--- src/rtl/logic_unit_multicycle.sv ---
// Multi-cycle bitwise logic unit: AND/OR/XOR/NOR on WIDTH-bit operands, CHUNK bits per cycle.
// Optional macro LOGIC_UNIT_PARITY_EN adds a Parity output (^Result).
module logic_unit_multicycle #(
  parameter int WIDTH = 32,
  parameter int CHUNK = 8
) (
  input  logic             clk,
  input  logic             reset,
  input  logic             start,
  input  logic [1:0]       op,
  input  logic [WIDTH-1:0] A,
  input  logic [WIDTH-1:0] B,
  output logic             busy,
  output logic             done,
  output logic [WIDTH-1:0] Result,
  output logic             Zero
`ifdef LOGIC_UNIT_PARITY_EN
  ,
  output logic             Parity
`endif
);

  localparam int NCHUNK = WIDTH / CHUNK;
  localparam int CW     = (NCHUNK > 1) ? $clog2(NCHUNK) : 1;
  localparam logic [CW-1:0] LAST = CW'(NCHUNK - 1);

  typedef enum logic [1:0] {S_IDLE, S_RUN, S_DONE} state_t;
  typedef enum logic [1:0] {OP_AND = 2'b00, OP_OR = 2'b01, OP_XOR = 2'b10, OP_NOR = 2'b11} op_t;

  state_t           state, next_state;
  op_t              op_reg;
  logic [WIDTH-1:0] a_reg, b_reg;
  logic [CW-1:0]    count;
  logic             accept;
  logic [CHUNK-1:0] a_slice, b_slice, slice_res;

  // NOTE: reset is sampled on the clock edge, so it lives inside the clocked branch rather than the sensitivity list.
  always_ff @(posedge clk) begin
    if (reset) state <= S_IDLE;
    else       state <= next_state;
  end

  // NOTE: every variable gets a default before the case so no path leaves it unassigned (no latch).
  always_comb begin
    next_state = state;
    accept     = 1'b0;
    busy       = 1'b0;
    done       = 1'b0;
    case (state)
      S_IDLE: if (start) begin
        accept     = 1'b1;
        next_state = S_RUN;
      end
      S_RUN: begin
        busy = 1'b1;
        if (count == LAST) next_state = S_DONE;
      end
      S_DONE: begin
        busy       = 1'b1;
        done       = 1'b1;
        next_state = S_IDLE;
      end
      default: next_state = S_IDLE;
    endcase
  end

  // Select the operand slice addressed by the chunk counter.
  always_comb begin
    a_slice = '0;
    b_slice = '0;
    for (int i = 0; i < NCHUNK; i++) begin
      if (count == CW'(i)) begin
        a_slice = a_reg[i*CHUNK +: CHUNK];
        b_slice = b_reg[i*CHUNK +: CHUNK];
      end
    end
  end

  always_comb begin
    slice_res = '0;
    case (op_reg)
      OP_AND:  slice_res = a_slice & b_slice;
      OP_OR:   slice_res = a_slice | b_slice;
      OP_XOR:  slice_res = a_slice ^ b_slice;
      OP_NOR:  slice_res = ~(a_slice | b_slice);
      default: slice_res = '0;
    endcase
  end

  // NOTE: state registers use non-blocking assignments so all flops update together at the edge.
  always_ff @(posedge clk) begin
    if (reset) begin
      a_reg  <= '0;
      b_reg  <= '0;
      op_reg <= OP_AND;
      count  <= '0;
      Result <= '0;
    end else if (accept) begin
      a_reg  <= A;
      b_reg  <= B;
      op_reg <= op_t'(op);
      count  <= '0;
      Result <= '0;
    end else if (state == S_RUN) begin
      for (int i = 0; i < NCHUNK; i++) begin
        if (count == CW'(i)) Result[i*CHUNK +: CHUNK] <= slice_res;
      end
      // Counter saturates at the last slice; the FSM leaves RUN on that cycle.
      if (count != LAST) count <= count + 1'b1;
    end
  end

  assign Zero = ~|Result;

`ifdef LOGIC_UNIT_PARITY_EN
  assign Parity = ^Result;
`endif

endmodule

--- config.mk ---
export PLATFORM = sky130hd
export DESIGN_NAME = logic_unit_multicycle
export DESIGN_NICKNAME = d
export VERILOG_FILES = /design/src/rtl/logic_unit_multicycle.sv
export SDC_FILE = /design/constraint.sdc
export NUM_CORES = 1
export LEC_CHECK = 0
export ABC_AREA = 1
export CAP_MARGIN = 20
export CORE_MARGIN = 8
export CORE_UTILIZATION = 56
export CTS_CLUSTER_DIAMETER = 120
export DETAILED_ROUTE_END_ITERATION = 8
export DONT_BUFFER_PORTS = 1
export HOLD_SLACK_MARGIN = 0.1
export PLACE_DENSITY = 0.74
export REMOVE_ABC_BUFFERS = 1
export SYNTH_ARGS = -nofsm -noshare
export SYNTH_HDL_FRONTEND = slang
export SYNTH_SLANG_ARGS = --single-unit
--- constraint.sdc ---
create_clock -name clk -period 2.5 [get_ports clk]
set_clock_uncertainty 0.1 [all_clocks]
set_input_delay 0.125 -clock clk [delete_from_list [all_inputs] [get_ports clk]]
set_output_delay 0.125 -clock clk [all_outputs]
set_load 0.01 [all_outputs]
After elaboration in Yosys (flattened, before gate mapping) --
Index checks and enable logic that the tools add are counted.
Storage, ports and cells: memory bits (read-only) 0, memories kept 0, bits of input ports 69, output and inout port bits 35, bits in latches 0, bits in registers 102, RAM bits 0, word-level logic and storage cells 54
Cells by class: add/sub/neg operators 1, multiplexer cells 16, equality and inequality tests 11, divide/modulo/power cells 0, shift operators 0, bitwise logic cells 4, multiply operators 0, reductions and logical operators 13, $lt $le $gt $ge 0
Operator list (number):
- $mux W8 | 8
- $pmux W8 S4 | 1
- $reduce_or A32 Y1 | 1
- $reduce_and A2 Y1 | 6
- $eq A2 B2 Y1 const B | 5
- $and A8 B8 Y8 | 1
- $not A8 Y8 | 1
- $or A8 B8 Y8 | 1
- $xor A8 B8 Y8 | 1
- $eq A2 B1 Y1 const B | 3
- $logic_not A2 Y1 | 3
- $ne A2 B2 Y1 const B | 3
- $mux W1 | 4
- $mux W2 | 2
- $pmux W2 S2 | 1
- $reduce_or A2 Y1 | 2
- $add A2 B1 Y2 const B | 1
- $logic_not A1 Y1 | 1

Depth between registers and ports, before layout --
word-level depth 8, gate-level depth with buffers 18, gate-level depth less buffers 16

Worst setup path after synthesis --
OpenSTA, ideal clock, no wires.
kind reg-to-reg, start reg count[0], end reg Result[12], period minus slack after synthesis 2.078 ns, data required time 2.291 ns, library setup time 0.109 ns, path buffers 2, slack 0.422 ns, stages on the path, launching flop included 19, arrival 1.869 ns, path through dfxtp_1 > inv_1 > ha_1 > buf_4 > inv_2 > nor2_2 > buf_6 > nand2_1 > nand2_1 > nand2_1 > nand2_1 > o21ai_1 > ha_1 > nand3_1 > nand2_1 > nor2_4 > nand3_1 > nand2_1 > inv_1
On the way: longest elaborated chain between the ends 8, elaborated cells between the ends (all ways) 18, those cells by class 3 x eq/ne; 9 x mux; 4 x bitwise; 2 x reduce/logical
Ends and longest elaborated chain:
- from (decl) | line 33 | logic [CW-1:0] count;
- from (signal assigned) | line 109 | if (count != LAST) count <= count + 1'b1;
- $logic_not A2 Y1 | line 72 | if (count == CW'(i)) begin
- $mux W8 (4 in series) | line 72
- $or A8 B8 Y8 | line 83, 85
- $not A8 Y8 | line 85 | OP_NOR: slice_res = ~(a_slice | b_slice);
- $pmux W8 S4 | line 81 | case (op_reg)
- to (signal, indexed assignment) | line 106 | if (count == CW'(i)) Result[i*CHUNK +: CHUNK] <= slice_res;
- to (decl) | line 15 | output logic [WIDTH-1:0] Result,
Several ways; a longest one is shown, not always the timed one. A chain may end at the register's enable or synchronous reset.

Worst setup path after layout --
start reg count[0], end reg Result[29]
The elaborated chain is that of the path after synthesis.

==> qor.yml <==
status:
  status: "completed"
floorplan:
  die_h_um: 113
  die_area_um2: 12700
  ios: 104
  die_w_um: 113
  num_rows: 35
  initial_core_util: 0.572
  core_um2: 9150
pwr:
  p_leak_nw: 2.87
  vdd_drop_max_v: 0.000544
  p_per_area_nw_per_um2: 1060
route:
  vias_per_cell: 5.25
  vias: 4876
  ant_nets: 0
  finalWirelength_um: 13900
  drt_first_iter_violations: 252
  drt_first_pass_iters: 5
  routedWlPerCell_um: 15.0
  post-route-drc-count: 0
timing:
  tightest_slew_ns: 0.923
  finalMaxSlewViolations: 0
  setup_slack_ns: 0.126
  finalSetupViolations: 0
  hold_viol: 0
  fin_crit_sh: 0.949
  slew-limit-headroom: 0.384
  period_needed_ns: 2.37
  max_freq_mhz: 421
worst_setup_path:
  crit_type: "flip-flop to flip-flop"
  worst_ep_arrival_time_ns: 2.55
  cp_max_fo: 26
  cp.required_ns: 2.67
  cp-startpoint: "count[0]"
  reg2reg_depth: 14
  reg2reg_from: "count[0]"
  endpoint_kind: "flip-flop"
  critPathLaunchType: "flip-flop"
hold_path:
  min_from: "reset"
  hold_path.class: "input pin to flip-flop"
  hold_depth: 3
synth:
  synth_top_area_frac: 0.390
  syn_inst: 752
  synth_edf_count: 0
  async_flop_share: 0
  synth-seq-cells: 102
  yosysSeqAreaShare: 0.390
  synth_area_um2: 5240
  synth_flop_cell: "dfxtp_1"
  syn_avg_cell_area_um2: 6.96
  yosysUniqueCellTypes: 23
  synth.area.top_cells: "dfxtp_1 39%, nand2_1 9.1%, nor2_1 9.0%"
  synth_top_area_cell: "dfxtp_1"
  synth_warnings: 0
clock_network:
  tritoncts: "yes"
  clock_latency_ns: 0.36
  clk_pin_slew_worst_paths_ns: 0.10
  htreeDepth: 3
  root_buffer: "clkbuf_8"
  clock_sinks: 102
  clk_path_buf_depth: 2
  numCtsBuffers: 9
placement:
  dp.final_hpwl_um: 9400
  routabilityCongestion: 0.868
  dpl.cell_count: 838
  pre_cts_ws_ns: -0.00911
  port_buffers: 0
finish:
  instances_no_fill: 929
  n_antenna_cell: 0
  multi_input_area_um2: 2640
  nNetsFinal: 909
  area_growth_pct: 20.8
  seq_area_um2: 2050
  drive_gt1_frac: 0.104
  nFillCells: 780
flow_run:
  maxCapViolCount: 0
grt:
  grt_pass1_wl_um: 23000
  grt.overflow.total: 0
  grt_antenna_before_repair: 0
  gr-usage-all-layers: 0.220
  grt_pass1_vias: 4861
  grt_start_max_net_pins: 57
## cells by family after synthesis
logic type / share of synthesized area
simple gates: 0.282
compound gates: 0.151
buf+inv: 0.117
flops: 0.390
fa+ha+maj: 0.0598
## final cells by class
cell class	instances	share of cell area
flip-flops and latches	102	0.324
clock buffers	10	0.0202
repair buffers	89	0.137
well taps	111	0.0220
clock inverters	4	0.0154
inverters	105	0.0639
multi-input cells	508	0.417
## cell usage in the layout (no fill, tap or decap), types with 5 or more instances in the layout
cell type      netlist  final
dfxtp_1            102    100
inv_1               86     85
nor2_4              17     18
inv_2               19     18
a21oi_2              4      7
nand4_1              8      8
dlygate4sd3_1        0     74
o211ai_1             5      5
nor2_1             126    126
nand3_1             49     46
o21ai_1             52     52
nand2_1            127    126
ha_1                25     22
o21ai_0             20     20
a21oi_1             70     67
buf_4               10     13
clkbuf_8             0      9
## critical path: stages (launching register included)
cell      delay (ns)
dfxtp_4         0.37
inv_1           0.09
ha_2            0.21
buf_12          0.16
inv_8           0.09
o211ai_1        0.11
a21oi_2         0.21
inv_2           0.04
ha_1            0.28
nand3_1         0.08
nand2_1         0.10
nor2_4          0.20
nand3_2         0.10
nand2_1         0.08
inv_1           0.04
## cells in the mapped netlist (all sizes together), types with 5 or more instances
cell    number
dfxtp      102
nor2       144
o21ai       72
o211ai       5
inv        105
ha          25
nand4        8
a21oi       74
clkbuf       8
nand3       49
nand2      130
buf         29
## per-layer routing
metal	routed length [um]	GRT usage	part of all wire	vias to the layer above
li1	-	-	-	2490
met1	5980	0.264	0.43	2208
met2	6850	0.382	0.49	152
met3	811	0.0424	0.058	26
met4	282	0.0755	0.020	0
met5	0	0	0	-
## repair_timing
| action | 4_1_cts | 5_1_grt |
|---|---|---|
| hold buffers | 74 | 0 |
| setup endpoints to repair | 3 | 32 |
| pin swaps | 0 | 6 |
| resized for setup | 1 | 21 |
| buffers inserted | 0 | 3 |
| endpoints found under the hold margin | 68 | 0 |
## through the flow
step	instance area [um^2]	util	power, mW	hold slack, ns	TNS, ns
5_1_grt	6320	0.691	7.21	0.156	-0.0190
2_1_floorplan	5010	-	4.45	0.174	0
4_1_cts	6230	0.680	6.53	0.100	0
3_3_place_gp	5260	0.574	5.11	0.178	0
6_report	6320	0.691	6.69	0.133	0
3_5_place_dp	5260	0.574	5.22	0.182	-0.00985
## power breakdown
group	internal (mW)	switching (mW)	leakage (nW)
Sequential	2.03	0.270	0.839
Combinational	1.17	2.02	1.93
Clock	0.655	0.546	0.108
## path summary, 6_finish.rpt
kind	endpoint	slack [ns]
worst max register to register	Result[29]	0.13
worst min register to register	b_reg[18]	0.37
worst max-delay path	Result[29]	0.13
worst min-delay path	b_reg[19]	0.13
No activity file was read; power rests on OpenSTA's default activity.
